$ cat config.mk
export PLATFORM = sky130hd
export DESIGN_NAME = mlaccel_memcopy
export DESIGN_NICKNAME = d
export VERILOG_FILES = /design/src/rtl/mlaccel_memcopy.sv
export SDC_FILE = /design/constraint.sdc
export NUM_CORES = 1
export LEC_CHECK = 0
export CORE_MARGIN = 4
export CORE_UTILIZATION = 42
export CTS_CLUSTER_SIZE = 25
export DETAILED_ROUTE_END_ITERATION = 8
export GPL_TIMING_DRIVEN = 0
export PLACE_DENSITY = 0.65
export RECOVER_POWER = 50
export REMOVE_ABC_BUFFERS = 1
export SKIP_LAST_GASP = 1
export SLEW_MARGIN = 0
export SYNTH_ARGS = -nofsm -noshare
export SYNTH_HDL_FRONTEND = slang
export SYNTH_SLANG_ARGS = --single-unit
$ cat constraint.sdc
create_clock -name clock -period 12.1 [get_ports clock]
set_input_delay 1.815 -clock clock [delete_from_list [all_inputs] [get_ports clock]]
set_output_delay 1.815 -clock clock [all_outputs]
set_load 0.01 [all_outputs]
$ cat src/rtl/mlaccel_memcopy.sv
`default_nettype none
// mlaccel_memcopy: chunked read-burst / write-burst DMA initiator for the 64-bit memory port.
// Define MLACCEL_MEMCOPY_FILL_EN to compile in pattern-fill commands.
module mlaccel_memcopy #(
    parameter int BUF_DEPTH    = 4,
    parameter int READ_LATENCY = 2
) (
    input  logic        clock,
    input  logic        resetn,
    input  logic        cmd_valid,
    output logic        cmd_ready,
    input  logic [15:0] cmd_src,
    input  logic [15:0] cmd_dst,
    input  logic [11:0] cmd_len,
    input  logic        cmd_fill,
    input  logic [63:0] cmd_fill_data,
    output logic [15:0] mem_addr,
    output logic [7:0]  mem_wen,
    output logic [63:0] mem_wdata,
    input  logic [63:0] mem_rdata,
    output logic        busy,
    output logic        done
);
    localparam int IDX_W  = $clog2(BUF_DEPTH);
    localparam int CNT_W  = 5;
    localparam int WAIT_W = $clog2(READ_LATENCY + 1);

    typedef enum logic [2:0] {IDLE, READ, WAIT, WRITE, DONE} state_t;

    state_t              state, state_next;
    logic [15:0]         src_ptr, dst_ptr, addr_hold;
    logic [63:0]         wdata_hold;
    logic [11:0]         remaining;
    logic [CNT_W-1:0]    chunk, cnt;
    logic [WAIT_W-1:0]   wait_cnt;
    logic                last_in_chunk, wait_last;
    logic [63:0]         buffer [BUF_DEPTH];
    logic [READ_LATENCY-1:0] pipe_valid;
    logic [IDX_W-1:0]    pipe_tag [READ_LATENCY];
    logic                fill_mode, fill_req;
    logic [63:0]         fill_data;

`ifdef MLACCEL_MEMCOPY_FILL_EN
    assign fill_req = cmd_fill;

    always_ff @(posedge clock or negedge resetn) begin
        if (!resetn) begin
            fill_mode <= 1'b0;
            fill_data <= '0;
        end else if (state == IDLE && cmd_valid) begin
            fill_mode <= cmd_fill;
            fill_data <= cmd_fill_data;
        end
    end
`else
    logic unused_fill;
    assign fill_req    = 1'b0;
    assign fill_mode   = 1'b0;
    assign fill_data   = '0;
    assign unused_fill = ^{cmd_fill, cmd_fill_data};
`endif

    function automatic logic [CNT_W-1:0] chunk_of(input logic [11:0] n);
        return (n >= 12'(BUF_DEPTH)) ? CNT_W'(BUF_DEPTH) : n[CNT_W-1:0];
    endfunction

    assign last_in_chunk = (cnt == chunk - CNT_W'(1));
    assign wait_last     = (wait_cnt == WAIT_W'(READ_LATENCY - 1));

    always_ff @(posedge clock or negedge resetn) begin
        if (!resetn) state <= IDLE;
        else         state <= state_next;
    end

    always_comb begin
        state_next = state;
        cmd_ready  = 1'b0;
        busy       = 1'b0;
        done       = 1'b0;
        mem_wen    = 8'h00;
        mem_addr   = addr_hold;
        mem_wdata  = wdata_hold;
        case (state)
            IDLE: begin
                cmd_ready = 1'b1;
                if (cmd_valid) begin
                    if (cmd_len == 12'd0) state_next = DONE;
                    else if (fill_req)    state_next = WRITE;
                    else                  state_next = READ;
                end
            end
            READ: begin
                busy     = 1'b1;
                mem_addr = src_ptr;
                if (last_in_chunk) state_next = WAIT;
            end
            WAIT: begin
                busy = 1'b1;
                if (wait_last) state_next = WRITE;
            end
            WRITE: begin
                busy      = 1'b1;
                mem_wen   = 8'hFF;
                mem_addr  = dst_ptr;
                mem_wdata = fill_mode ? fill_data : buffer[cnt[IDX_W-1:0]];
                if (fill_mode) begin
                    if (remaining == 12'd1) state_next = DONE;
                end else if (last_in_chunk) begin
                    state_next = (remaining == 12'd0) ? DONE : READ;
                end
            end
            DONE: begin
                done       = 1'b1;
                state_next = IDLE;
            end
            default: state_next = IDLE;
        endcase
    end

    // Copy mode counts transfers down as reads issue; fill mode counts them as writes issue.
    always_ff @(posedge clock or negedge resetn) begin
        if (!resetn) begin
            src_ptr    <= '0;
            dst_ptr    <= '0;
            addr_hold  <= '0;
            wdata_hold <= '0;
            remaining  <= '0;
            chunk      <= '0;
            cnt        <= '0;
            wait_cnt   <= '0;
        end else begin
            case (state)
                IDLE: if (cmd_valid) begin
                    src_ptr   <= cmd_src;
                    dst_ptr   <= cmd_dst;
                    remaining <= cmd_len;
                    chunk     <= chunk_of(cmd_len);
                    cnt       <= '0;
                    wait_cnt  <= '0;
                end
                READ: begin
                    src_ptr   <= src_ptr + 16'd4;
                    addr_hold <= src_ptr;
                    remaining <= remaining - 12'd1;
                    cnt       <= last_in_chunk ? '0 : cnt + CNT_W'(1);
                end
                WAIT: wait_cnt <= wait_last ? '0 : wait_cnt + WAIT_W'(1);
                WRITE: begin
                    dst_ptr    <= dst_ptr + 16'd4;
                    addr_hold  <= dst_ptr;
                    wdata_hold <= mem_wdata;
                    if (fill_mode) begin
                        remaining <= remaining - 12'd1;
                    end else if (last_in_chunk) begin
                        cnt   <= '0;
                        chunk <= chunk_of(remaining);
                    end else begin
                        cnt <= cnt + CNT_W'(1);
                    end
                end
                default: ;
            endcase
        end
    end

    always_ff @(posedge clock or negedge resetn) begin
        if (!resetn) begin
            pipe_valid <= '0;
            for (int i = 0; i < READ_LATENCY; i++) pipe_tag[i] <= '0;
        end else begin
            pipe_valid[0] <= (state == READ);
            pipe_tag[0]   <= cnt[IDX_W-1:0];
            for (int i = 1; i < READ_LATENCY; i++) begin
                pipe_valid[i] <= pipe_valid[i-1];
                pipe_tag[i]   <= pipe_tag[i-1];
            end
        end
    end

    always_ff @(posedge clock) begin
        if (pipe_valid[READ_LATENCY-1]) buffer[pipe_tag[READ_LATENCY-1]] <= mem_rdata;
    end
endmodule
`default_nettype wire

After elaboration in Yosys (flattened, before gate mapping)
Memory sizes are Yosys's and may differ from the RTL's.
Index checks and enable logic that the tools add are counted.
- register bits: 145
- RAM bits: 256
- bits of input ports: 176
- output and inout bits: 91
- word-level logic and storage cells: 78
- memories kept: 1
- $add $sub $neg: 6
- order comparisons: 2
- equal/unequal tests: 10
- mux-type cells: 32
- reduce and logical (&&, ||, !) cells: 15
- memories (memory ; words ; width ; read ports ; clocked after memory_dff ; wr ports ; RTL line ; RTL):
    buffer ; 4 ; 64 ; 1 ; 0 ; 1 ; 37 ; logic [63:0] buffer [BUF_DEPTH];
- operator list (cell ; count):
    16-bit one-hot mux with 2 select lines ; 3
    64-bit 2-to-1 mux ; 1
    16-bit by 3-bit adder with 16-bit output (second input constant) ; 2
    16-bit 2-to-1 mux ; 2
    5-bit 2-to-1 mux ; 6
    12-bit by 3-bit greater-or-equal comparator with 1-bit output (second input constant) ; 2
    12-bit zero test ; 2
    12-bit one-hot mux with 2 select lines ; 1
    5-bit one-hot mux with 2 select lines ; 2
    3-bit 2-to-1 mux ; 6
    12-bit 2-to-1 mux ; 1
    3-bit one-hot mux with 4 select lines ; 1
    12-bit by 1-bit subtractor with 12-bit output (second input constant) ; 1
    8-bit 2-to-1 mux ; 1
    2-bit inequality test (second input constant) ; 4
    2-bit AND reduction ; 4
    2-bit nonzero test ; 4
    3-bit by 2-bit equality test with 1-bit output (second input constant) ; 2
    5-bit by 1-bit adder with 5-bit output (second input constant) ; 1
    5-bit equality test ; 1
    1-bit 2-to-1 mux ; 5
    5-bit by 1-bit subtractor with 5-bit output (second input constant) ; 1
    2-bit 2-to-1 mux ; 2
    2-bit one-hot mux with 2 select lines ; 1
    9 further kinds ; 9

Logic depth before layout (Yosys ltp)
Gate-level depths: netlist of the first run.
- depth in word-level cells: 4
- mapped depth: 9
- depth with buffers taken out: 7

Worst setup path before layout of the first run
OpenSTA, ideal clock, no wires.
- kind: reg-to-reg
- start: reg pipe_tag[1] in the netlist's numbering
- end: mem buffer[0][0] (enable)
- library setup time: 0.578 ns
- arrival: 5.077 ns
- data required time: 11.522 ns
- setup slack: 6.446 ns
- cell stages (with the launch flop): 2
- path buffers: 0
- clock period less this slack: 5.654 ns
- path through: dfrtp_1 -> nor3b_1
- RTL lines (element ; RTL line ; RTL):
    start, declared ; 39 ; logic [IDX_W-1:0] pipe_tag [READ_LATENCY];
    start signal, assigned by index ; 175 ; pipe_tag[i] <= pipe_tag[i-1];
    end, declared ; 37 ;
No word-level cell before the write port.

Final worst setup path of the first run
- start: reg cnt[1]
- end: out mem_wdata[22]
- cells in the longest elaborated chain, start to end: 2
- ends and longest elaborated chain (element ; RTL line ; RTL):
    start, declared ; 34 ; logic [CNT_W-1:0] chunk, cnt;
    start signal, assigned ; 145 ; cnt <= last_in_chunk ? '0 : cnt + CNT_W'(1);
    start signal, assigned ; 158 ; cnt <= cnt + CNT_W'(1);
    memory read 4 x 64 bit ; - ;
    64-bit 2-to-1 mux ; 83 ; case (state)
    end, declared ; 19 ; output logic [63:0] mem_wdata,
No other way between the ends.

==> flow_metrics.py, run 1 <==
metrics = {
    "sta": {
        "fmax_ghz": 0.144,
        "worst_pin_slew_ps": 4500,
        "fin_worst_skew_ps": 9.37,
        "period_needed_ps": 6940,
        "fin_crit_sh": 0.573,
        "slew_viol_final": 278,
        "slew_headroom": -2.00,
        "hold_ws_ps": 349,
        "hold_violations": 0,
        "fin_tns_setup_ps": 0,
        "rsz0062_at_grt": "false",
        "setup_viol": 0,
    },
    "pwr": {
        "combinationalPowerShare": 0.364,
        "ir_drop_mv": 0.158,
        "p_seq_frac": 0.405,
        "powerDensity_nw_per_um2": 275,
        "p_leak_nw": 7.70,
        "p_clk_frac": 0.231,
        "swShare": 0.330,
        "internal_power_w": 0.00370,
        "fin_total_pwr_w": 0.00553,
        "switching_power_w": 0.00183,
    },
    "finish": {
        "postLayoutCoreUtil": 0.533,
        "area_growth_pct": 25.0,
        "drive_gt1_frac": 0.107,
        "nNetsFinal": 1515,
    },
    "synthesis": {
        "ys_seq_elements": 401,
        "seq_area_frac_synth": 0.704,
        "synthArstFlopShare": 0.362,
        "synth_area_leaders": "edfxtp_1 48%, dfrtp_1 23%, mux4_2 9.0%",
        "syn_area_per_cell_sq_um": 14.2,
        "synth.top_cell.area_share": 0.479,
        "synthFlopType": "edfxtp_1",
        "syn_area_sq_um": 16100,
        "synth_cells": 1129,
        "ys_top_cells_by_count": "318 x nand2_1, 256 x edfxtp_1, 145 x dfrtp_1, 64 x mux4_2, 41 x o21ai_0",
        "synth_most_common_cell": "nand2_1",
        "synth_edf_count": 256,
        "synth.distinct_cells": 60,
        "synth_area_leader_cell": "edfxtp_1",
        "synth-warning-count": 0,
    },
    "cts": {
        "cts_buffers": 42,
        "insertion_delay_ps": 560,
        "cts_max_level": 2,
        "cts_setup_buffers": 0,
        "clkTransAtPathRegs_ps": 60,
        "cts-root-buf": "clkbuf_16",
        "clockBufferDepth": 3,
        "cts_sinks": 401,
        "cts_resized": 0,
        "hold_buffers": 0,
        "cts_tree": "built",
    },
    "min_path": {
        "worst_hold_path_type": "reg2reg",
        "holdPathEnd": "pipe_tag[0]$_DFF_PN0_",
        "hold_path_depth": 0,
        "hold_path_startpoint": "pipe_tag[2]$_DFF_PN0_",
    },
    "worst_setup_path": {
        "worstSetupEndpointType": "output pin",
        "critPathLaunchType": "flip-flop",
        "slowest_delay_ps": 2550,
        "rr_startpoint": "pipe_tag[1]$_DFF_PN0_",
        "worst-setup-path-type": "reg2out",
        "cp_top_family": "buffers and inverters",
        "timing.rr.end": "buffer[1][9]$_DFFE_PP_",
        "ff2ff_path_depth": 2,
        "rrSetupSlack_ps": 8030,
        "critical_path_buf_inv_count": 2,
        "path_depth": 5,
        "cp_max_fo": 54,
        "path_cells": "clkbuf_1, mux4_2, nand2_1, nand2_1, clkdlybuf4s50_1",
        "arrival_ps": 5120,
        "crit_top_cell": "nand2_1",
        "crit_slowest_cell": "clkbuf_1",
        "required_ps": 10280,
    },
    "routing": {
        "vias": 9744,
        "wl_met3_um": 2480,
        "drt_iter0_markers": 556,
        "routed_via_density": 5.18,
        "wl_um": 36500,
        "firstDrtPassIters": 5,
        "wl_met2_um": 17400,
        "wl_per_cell_um": 19.4,
        "remaining_drc_errors": 0,
        "wl_met1_um": 15900,
        "ant_nets": 0,
        "highest_layer": "met5",
    },
    "global_route": {
        "grt_max_degree": 76,
        "grt_pass1_wl_um": 57900,
        "grt_pass1_vias": 10200,
        "grt_use_total": 0.178,
        "grt_overflow": 0,
        "antenna_found_initial": 7,
    },
    "floorplanning": {
        "ioPinCount": 267,
        "start_util": 0.426,
        "die_w_um": 204,
        "std_cell_rows": 71,
        "dieArea_sq_um": 41400,
        "die_h_um": 204,
        "core_area_sq_um": 37700,
    },
    "place": {
        "portBuffers": 201,
        "gp_congestion": 0.768,
        "post-dp-hpwl_um": 23200,
    },
    "outcome": {
        "violations": "capacitance limit, slew limit",
        "status": "complete, but fails checks",
    },
    "job": {
        "drv_cap": 6,
    },
}
## sequential cells by signal, indices dropped and copies added (netlist names)
name        flops
dst_ptr        16
wdata_hold     64
addr_hold      16
src_ptr        16
remaining      12
wait_cnt        2
chunk           5
pipe_tag        4
state           3
buffer        256
cnt             5
pipe_valid      2
## worst max-delay path by stage
stage,slack [ps],endpoint,start
after CTS,5720,mem_wdata[22],state[1]$_DFFE_PN0P_
after floorplan,6430,mem_wdata[0],state[1]$_DFFE_PN0P_
after global routing,4660,mem_wdata[49],cnt[1]$_DFFE_PN0P_
after global placement,1890,buffer[0][17]$_DFFE_PP_,pipe_tag[1]$_DFF_PN0_
final,5160,mem_wdata[22],cnt[1]$_DFFE_PN0P_
after detailed placement,6340,mem_wdata[22],state[1]$_DFFE_PN0P_
## routing by layer
metal | vias up | global-route usage
met5 | - | 0
met4 | 8 | 0.0503
met3 | 54 | 0.0501
met2 | 258 | 0.291
met1 | 4857 | 0.237
li1 | 4567 | -
## through the flow
stage                     area (sq um)  worst slack, ps  std cells
after floorplan                  15800             6430       1069
after global placement           18400             1890       1781
after detailed placement         18900             6340       1800
after CTS                        20300             5720       1878
after global routing             20100             4660       1879
final                            20100             5160       1881
## worst reg2reg max path: cells and delay by family, from the launching register on
| family | cells | cell delay [ps] |
|---|---|---|
| flip-flops | 1 | 400 |
| buffers and inverters | 1 | 1740 |
| AND/OR/NAND/NOR | 1 | 1470 |
## cell families (layout without fill, tap and decap cells)
logic type / count (synthesis) / in the layout / share of synthesized area
adders and majority gates: 6 / 6 / 0.00467
AOI/OAI and AO/OA: 122 / 122 / 0.0503
muxes: 83 / 83 / 0.102
other: 0 / 3 / 0
and+or+nand+nor: 433 / 433 / 0.114
xor gates and xnor gates: 7 / 7 / 0.00382
DFF: 401 / 401 / 0.704
buffers and inverters: 77 / 315 / 0.0213
## cell usage in the layout (no fill, tap or decap), drive strengths merged, types with 4 or more instances in the layout
cell           count
nand2            318
edfxtp           256
clkdlybuf4s50    162
dfrtp            145
clkbuf            70
mux4              64
o21ai             41
nor2              40
dlygate4sd3       38
nand3             21
mux2i             19
a21oi             18
inv               18
a211oi            14
nor3              13
clkinv            13
a311oi            11
o211ai             9
buf                8
and3               7
nor4               7
ha                 6
and2               4
nand2b             4
xor2               4
## power groups by stage
stage | Clock, W | Combinational (W) | Sequential [W]
global placement | 0 | 0.00194 | 0.00238
global route | 0.00137 | 0.00221 | 0.00229
finish | 0.00128 | 0.00201 | 0.00224
floorplan | 0 | 0.00111 | 0.00224
CTS | 0.00131 | 0.00209 | 0.00224
detailed placement | 0 | 0.00207 | 0.00227
## area by class of cell
cell class,instances,area [sq um]
tap,511,639
antenna,3,7.51
fill,3191,17600
multi-input combinational,651,4420
inverter,17,66.3
timing repair buffer,220,2240
clock buffer,58,1170
clock inverter,20,214
sequential,401,11300
Note: power is estimated with default switching activity, not from simulation.
==> run 2, diff against run 1 <==
--- a/config.mk
+++ b/config.mk
@@ -10,7 +10,7 @@
 export CTS_CLUSTER_SIZE = 25
 export DETAILED_ROUTE_END_ITERATION = 8
 export GPL_TIMING_DRIVEN = 0
-export PLACE_DENSITY = 0.65
+export PLACE_DENSITY = 0.68
 export RECOVER_POWER = 50
 export REMOVE_ABC_BUFFERS = 1
 export SKIP_LAST_GASP = 1
==> constraint.sdc (replaced) <==
create_clock -name clock -period 6.3 [get_ports clock]
set_input_delay 0.945 -clock clock [delete_from_list [all_inputs] [get_ports clock]]
set_output_delay 0.945 -clock clock [all_outputs]
set_load 0.01 [all_outputs]
==> run 2 against run 1 <==
The flow still finishes with violations (capacitance limit, slew limit). Hold slack worse by 2.3 ps. Final area is 0.89% higher. Via count is 1.2% higher. Sequential power is 90% higher. Global-route usage is 0.064 points lower. Critical path type unchanged. Total power is 93% higher. First-iteration DRC count is 5.4% higher. Wire length hardly changed. Cell count is 0.16% higher. Critical path depth is 1 higher. Utilization is 0.48 points higher.
==> flow_metrics.py, run 2 (synthesis gave the netlist of run 1 again) <==
metrics = {
    "outcome": {
        "status": "complete, but fails checks",
        "violations": "capacitance limit, slew limit",
    },
    "cts": {
        "cts-root-buf": "clkbuf_16",
        "hold_buffers": 0,
        "cts_sinks": 401,
        "cts_tree": "built",
        "clkTransAtPathRegs_ps": 60,
        "cts_setup_buffers": 0,
        "cts_buffers": 43,
        "cts_resized": 0,
        "cts_max_level": 2,
        "clockBufferDepth": 3,
        "insertion_delay_ps": 570,
    },
    "place": {
        "portBuffers": 201,
        "placed_area_sq_um": 18900,
        "post-dp-hpwl_um": 22800,
        "gp_congestion": 0.782,
        "placed_cells": 1800,
    },
    "global_route": {
        "grt_overflow": 0,
        "grt_use_total": 0.177,
        "antenna_found_initial": 11,
        "grt_max_degree": 76,
        "grt_pass1_wl_um": 57900,
        "grt_pass1_vias": 10200,
    },
    "finish": {
        "multi_input_area_sq_um": 4430,
        "largest_register_ffs": 256,
        "layout_common_cells": "316 x nand2_1, 256 x edfxtp_1, 144 x dfrtp_1",
        "final_common_cell": "nand2_1",
        "finalNonFillerCells": 1884,
        "area_growth_pct": 26.1,
        "fillers": 3107,
        "register_area_sq_um": 11300,
        "fin_area_sq_um": 20300,
        "drive_gt1_frac": 0.114,
        "postLayoutCoreUtil": 0.538,
        "nNetsFinal": 1516,
    },
    "floorplanning": {
        "die_h_um": 204,
        "std_cell_rows": 71,
        "dieArea_sq_um": 41400,
        "die_w_um": 204,
        "start_util": 0.426,
        "ioPinCount": 267,
        "core_area_sq_um": 37700,
    },
    "routing": {
        "routed_via_density": 5.23,
        "wl_um": 36600,
        "firstDrtPassIters": 4,
        "wl_per_cell_um": 19.4,
        "vias": 9857,
        "remaining_drc_errors": 0,
        "ant_nets": 0,
        "drt_iter0_markers": 586,
    },
    "sta": {
        "rsz0062_at_grt": "false",
        "setup_viol": 0,
        "worst_pin_slew_ps": 4240,
        "fmax_ghz": 0.197,
        "fin_crit_sh": 0.807,
        "hold_violations": 0,
        "fin_worst_skew_ps": 20.7,
        "period_needed_ps": 5080,
        "hold_ws_ps": 346,
        "slew_viol_final": 122,
        "slew_headroom": -1.83,
    },
    "min_path": {
        "hold_path_depth": 0,
        "hold_path_startpoint": "pipe_tag[2]$_DFF_PN0_",
        "holdPathEnd": "pipe_tag[0]$_DFF_PN0_",
        "worst_hold_path_type": "reg2reg",
    },
    "worst_setup_path": {
        "worst-setup-path-type": "reg2out",
        "worstSetupEndpointType": "output pin",
        "cp_top_family": "buffers and inverters",
        "required_ps": 5350,
        "arrival_ps": 4140,
        "crit_top_cell": "nand2_1",
        "rr_startpoint": "state[1]$_DFFE_PN0P_",
        "slowest_delay_ps": 1260,
        "cp_max_fo": 57,
        "critPathLaunchType": "flip-flop",
        "ff2ff_path_depth": 6,
        "path_cells": "nand2_4, inv_4, buf_16, nand2_1, nand2_1, clkdlybuf4s50_1",
        "timing.rr.end": "dst_ptr[12]$_DFFE_PN0P_",
        "rrSetupSlack_ps": 3070,
        "critical_path_buf_inv_count": 3,
        "crit_slowest_cell": "dfrtp_1",
    },
    "pwr": {
        "ir_drop_mv": 0.340,
        "p_leak_nw": 7.80,
        "fin_total_pwr_w": 0.0107,
        "powerDensity_nw_per_um2": 527,
    },
    "job": {
        "drv_cap": 3,
    },
}
-- run 2: cell type report --
class,count,area share
flip-flops and latches,401,0.559
multi-input cells,651,0.219
repair buffers,220,0.118
clock buffers,58,0.0564
well taps,511,0.0316
clock inverters,20,0.0124
inverters,17,0.00327
diodes,6,0.000741
-- run 2: per-stage QoR --
step                      TNS [ps]  setup WS, ps
after floorplan                  0           646
after global placement     -828600         -3830
after detailed placement         0          1750
after CTS                        0          1130
after global routing             0           950
final                            0          1220
-- run 2: how the worst max path moves through the flow --
stage                          start                 endpoint  slack, ps  cells after the start
5_1_grt         state[1]$_DFFE_PN0P_            mem_wdata[25]        950                      6
4_1_cts         state[1]$_DFFE_PN0P_             mem_wdata[5]       1130                      6
6_report        state[1]$_DFFE_PN0P_            mem_wdata[33]       1220                      6
3_3_place_gp   pipe_tag[1]$_DFF_PN0_  buffer[0][11]$_DFFE_PP_      -3830                      1
2_1_floorplan  pipe_tag[1]$_DFF_PN0_   buffer[0][0]$_DFFE_PP_        650                      1
3_5_place_dp    state[1]$_DFFE_PN0P_            mem_wdata[58]       1750                      6
-- run 2: worst reg2reg max path, stage by stage, from the launching register on --
cell,delay [ps]
dfrtp_1,1260
nand2_4,580
inv_4,560
nand3_1,200
nor3_1,230
nor3_1,80
a211oi_1,220
-- run 2: power breakdown --
group	internal, W	switching (W)
clock	0.00148	0.00101
combinational	0.00188	0.00205
sequential	0.00380	0.000459
-- run 2: metal layers --
metal | up-vias | wire length (um) | global-route usage
li1 | 4575 | - | -
met1 | 4955 | 15900 | 0.239
met2 | 264 | 17300 | 0.280
met3 | 53 | 2640 | 0.0553
met4 | 10 | 680 | 0.0523
met5 | - | 56 | 0
==> run 3, diff against run 2 <==
--- a/config.mk
+++ b/config.mk
@@ -10,7 +10,7 @@
 export CTS_CLUSTER_SIZE = 25
 export DETAILED_ROUTE_END_ITERATION = 8
 export GPL_TIMING_DRIVEN = 0
-export PLACE_DENSITY = 0.68
+export PLACE_DENSITY = 0.65
 export RECOVER_POWER = 50
 export REMOVE_ABC_BUFFERS = 1
 export SKIP_LAST_GASP = 1
==> constraint.sdc (replaced) <==
create_clock -name clock -period 4.7 [get_ports clock]
set_input_delay 0.705 -clock clock [delete_from_list [all_inputs] [get_ports clock]]
set_output_delay 0.705 -clock clock [all_outputs]
set_load 0.01 [all_outputs]
==> run 3 against run 2 <==
The flow still finishes with violations (capacitance limit, slew limit). Largest cell class unchanged. Register-to-register slack got worse by 1500 ps. Utilization fell by 0.070 points. Hold slack worse by 250 ps. Cell count fell by 0.16%. Sequential share of layout area up 0.097 points. Highest routed layer unchanged. Via count decreased by 1.1%. Clock-buffer cell count unchanged. Sequential power rose by 35%.
==> flow_metrics.py, run 3 (synthesis gave the netlist of run 1 again) <==
metrics = {
    "outcome": {
        "status": "complete, but fails checks",
        "violations": "capacitance limit, slew limit",
    },
    "global_route": {
        "antenna_found_initial": 11,
        "grt_overflow": 0,
        "grt_pass1_vias": 10200,
        "grt_pass1_wl_um": 57900,
        "grt_use_total": 0.178,
        "grt_max_degree": 76,
    },
    "worst_setup_path": {
        "crit_slowest_cell": "clkdlybuf4s50_1",
        "critical_path_buf_inv_count": 4,
        "cp_top_family": "buffers and inverters",
        "slowest_delay_ps": 560,
        "critPathLaunchType": "flip-flop",
        "arrival_ps": 3680,
        "path_cells": "nor2b_2, nand2_8, buf_16, inv_6, buf_16, nand2_1, nand2_1, clkdlybuf4s50_1",
        "worst-setup-path-type": "reg2out",
        "worstSetupEndpointType": "output pin",
        "rr_startpoint": "pipe_valid[1]$_DFF_PN0_",
        "cp_max_fo": 51,
        "critPathLaunch": "state[0]$_DFFE_PN0P_",
        "required_ps": 3990,
    },
    "floorplanning": {
        "core_area_sq_um": 37700,
        "std_cell_rows": 71,
        "die_h_um": 204,
        "ioPinCount": 267,
        "die_w_um": 204,
        "start_util": 0.426,
        "dieArea_sq_um": 41400,
    },
    "routing": {
        "vias": 9747,
        "wl_per_cell_um": 19.5,
        "drt_iter0_markers": 504,
        "wl_um": 36600,
        "firstDrtPassIters": 4,
        "remaining_drc_errors": 0,
        "routed_via_density": 5.18,
        "ant_nets": 0,
    },
    "finish": {
        "register_area_sq_um": 11300,
        "nNetsFinal": 1515,
        "fillers": 3168,
        "fin_area_sq_um": 20200,
        "multi_input_area_sq_um": 4440,
        "area_growth_pct": 25.9,
        "final_common_cell": "nand2_1",
        "layout_common_cells": "316 x nand2_1, 256 x edfxtp_1, 142 x dfrtp_1",
        "largest_register_ffs": 256,
        "postLayoutCoreUtil": 0.537,
        "drive_gt1_frac": 0.119,
    },
    "cts": {
        "clockBufferDepth": 3,
        "cts_tree": "built",
        "cts_buffers": 42,
        "clkTransAtPathRegs_ps": 60,
        "insertion_delay_ps": 560,
        "cts_sinks": 401,
        "cts-root-buf": "clkbuf_16",
        "cts_max_level": 2,
        "hold_buffers": 0,
    },
    "pwr": {
        "fin_total_pwr_w": 0.0143,
        "internal_power_w": 0.00952,
        "p_seq_frac": 0.403,
        "swShare": 0.332,
        "combinationalPowerShare": 0.366,
        "switching_power_w": 0.00473,
        "ir_drop_mv": 0.405,
        "p_leak_nw": 7.78,
        "p_clk_frac": 0.231,
        "powerDensity_nw_per_um2": 705,
    },
    "min_path": {
        "worst_hold_path_type": "in2async",
    },
    "sta": {
        "period_needed_ps": 4380,
        "hold_violations": 0,
        "slew_viol_final": 98,
        "rsz0062_at_grt": "false",
        "setup_viol": 0,
        "slew_headroom": -0.375,
        "fin_crit_sh": 0.932,
        "hold_ws_ps": 94.8,
        "fin_worst_skew_ps": 8.49,
        "worst_pin_slew_ps": 2060,
        "fmax_ghz": 0.228,
    },
    "place": {
        "gp_congestion": 0.768,
        "post-dp-hpwl_um": 23200,
        "placed_area_sq_um": 18900,
        "portBuffers": 201,
    },
    "job": {
        "drv_cap": 2,
    },
}
run 3: path summary, 6_finish.rpt:
check                      cells past startpoint  slack (ps)                        to
min                                            1          90  remaining[3]$_DFFE_PN0P_
min reg2reg                                    0         350     pipe_tag[0]$_DFF_PN0_
max reg2reg                                    5        1560   buffer[2][46]$_DFFE_PP_
min in group clock                             0         350     pipe_tag[0]$_DFF_PN0_
max                                            8         320             mem_wdata[22]
max in group asynchronous                      2        1900        cnt[1]$_DFFE_PN0P_
run 3: metal layers:
metal | vias to the layer above | global-route usage | routed length (um)
met5 | - | 0 | 87
met4 | 16 | 0.0503 | 750
met3 | 62 | 0.0501 | 2370
met2 | 249 | 0.291 | 17400
met1 | 4856 | 0.237 | 16000
li1 | 4564 | - | -
run 3: worst reg2reg max path, cell delays in order (launching register included):
cell	delay, ps
dfrtp_1	380
nand2_1	70
nor2_1	1000
clkbuf_1	910
buf_16	240
buf_12	230
run 3: power by group through the flow:
| stage | combinational, W | sequential (W) | clock [W] |
|---|---|---|---|
| 3_3_place_gp | 0.00491 | 0.00603 | 0 |
| 4_1_cts | 0.00537 | 0.00576 | 0.00338 |
| 3_5_place_dp | 0.00533 | 0.00583 | 0 |
| 5_1_grt | 0.00573 | 0.00589 | 0.00354 |
| 2_1_floorplan | 0.00285 | 0.00577 | 0 |
| 6_report | 0.00522 | 0.00575 | 0.00329 |
run 3: stage by stage:
step           cells   TNS, ps  setup slack (ps)
2_1_floorplan   1069    -61060              -954
3_3_place_gp    1781  -1483620             -5510
3_5_place_dp    1800         0              53.8
4_1_cts         1878         0              14.6
5_1_grt         1879         0              20.2
6_report        1881         0               318
run 3: what timing repair did:
action | in CTS | in global routing
gates resized for setup | 2 | 2
setup endpoints to repair | 72 | 43
setup buffers | 0 | 0
run 3: final cells by class:
cell class | count | area share
sequential | 401 | 0.560
multi-input combinational | 651 | 0.220
timing repair buffer | 220 | 0.117
clock buffer | 58 | 0.0580
tap | 511 | 0.0316
clock inverter | 20 | 0.0106
inverter | 17 | 0.00340
antenna | 3 | 0.000371
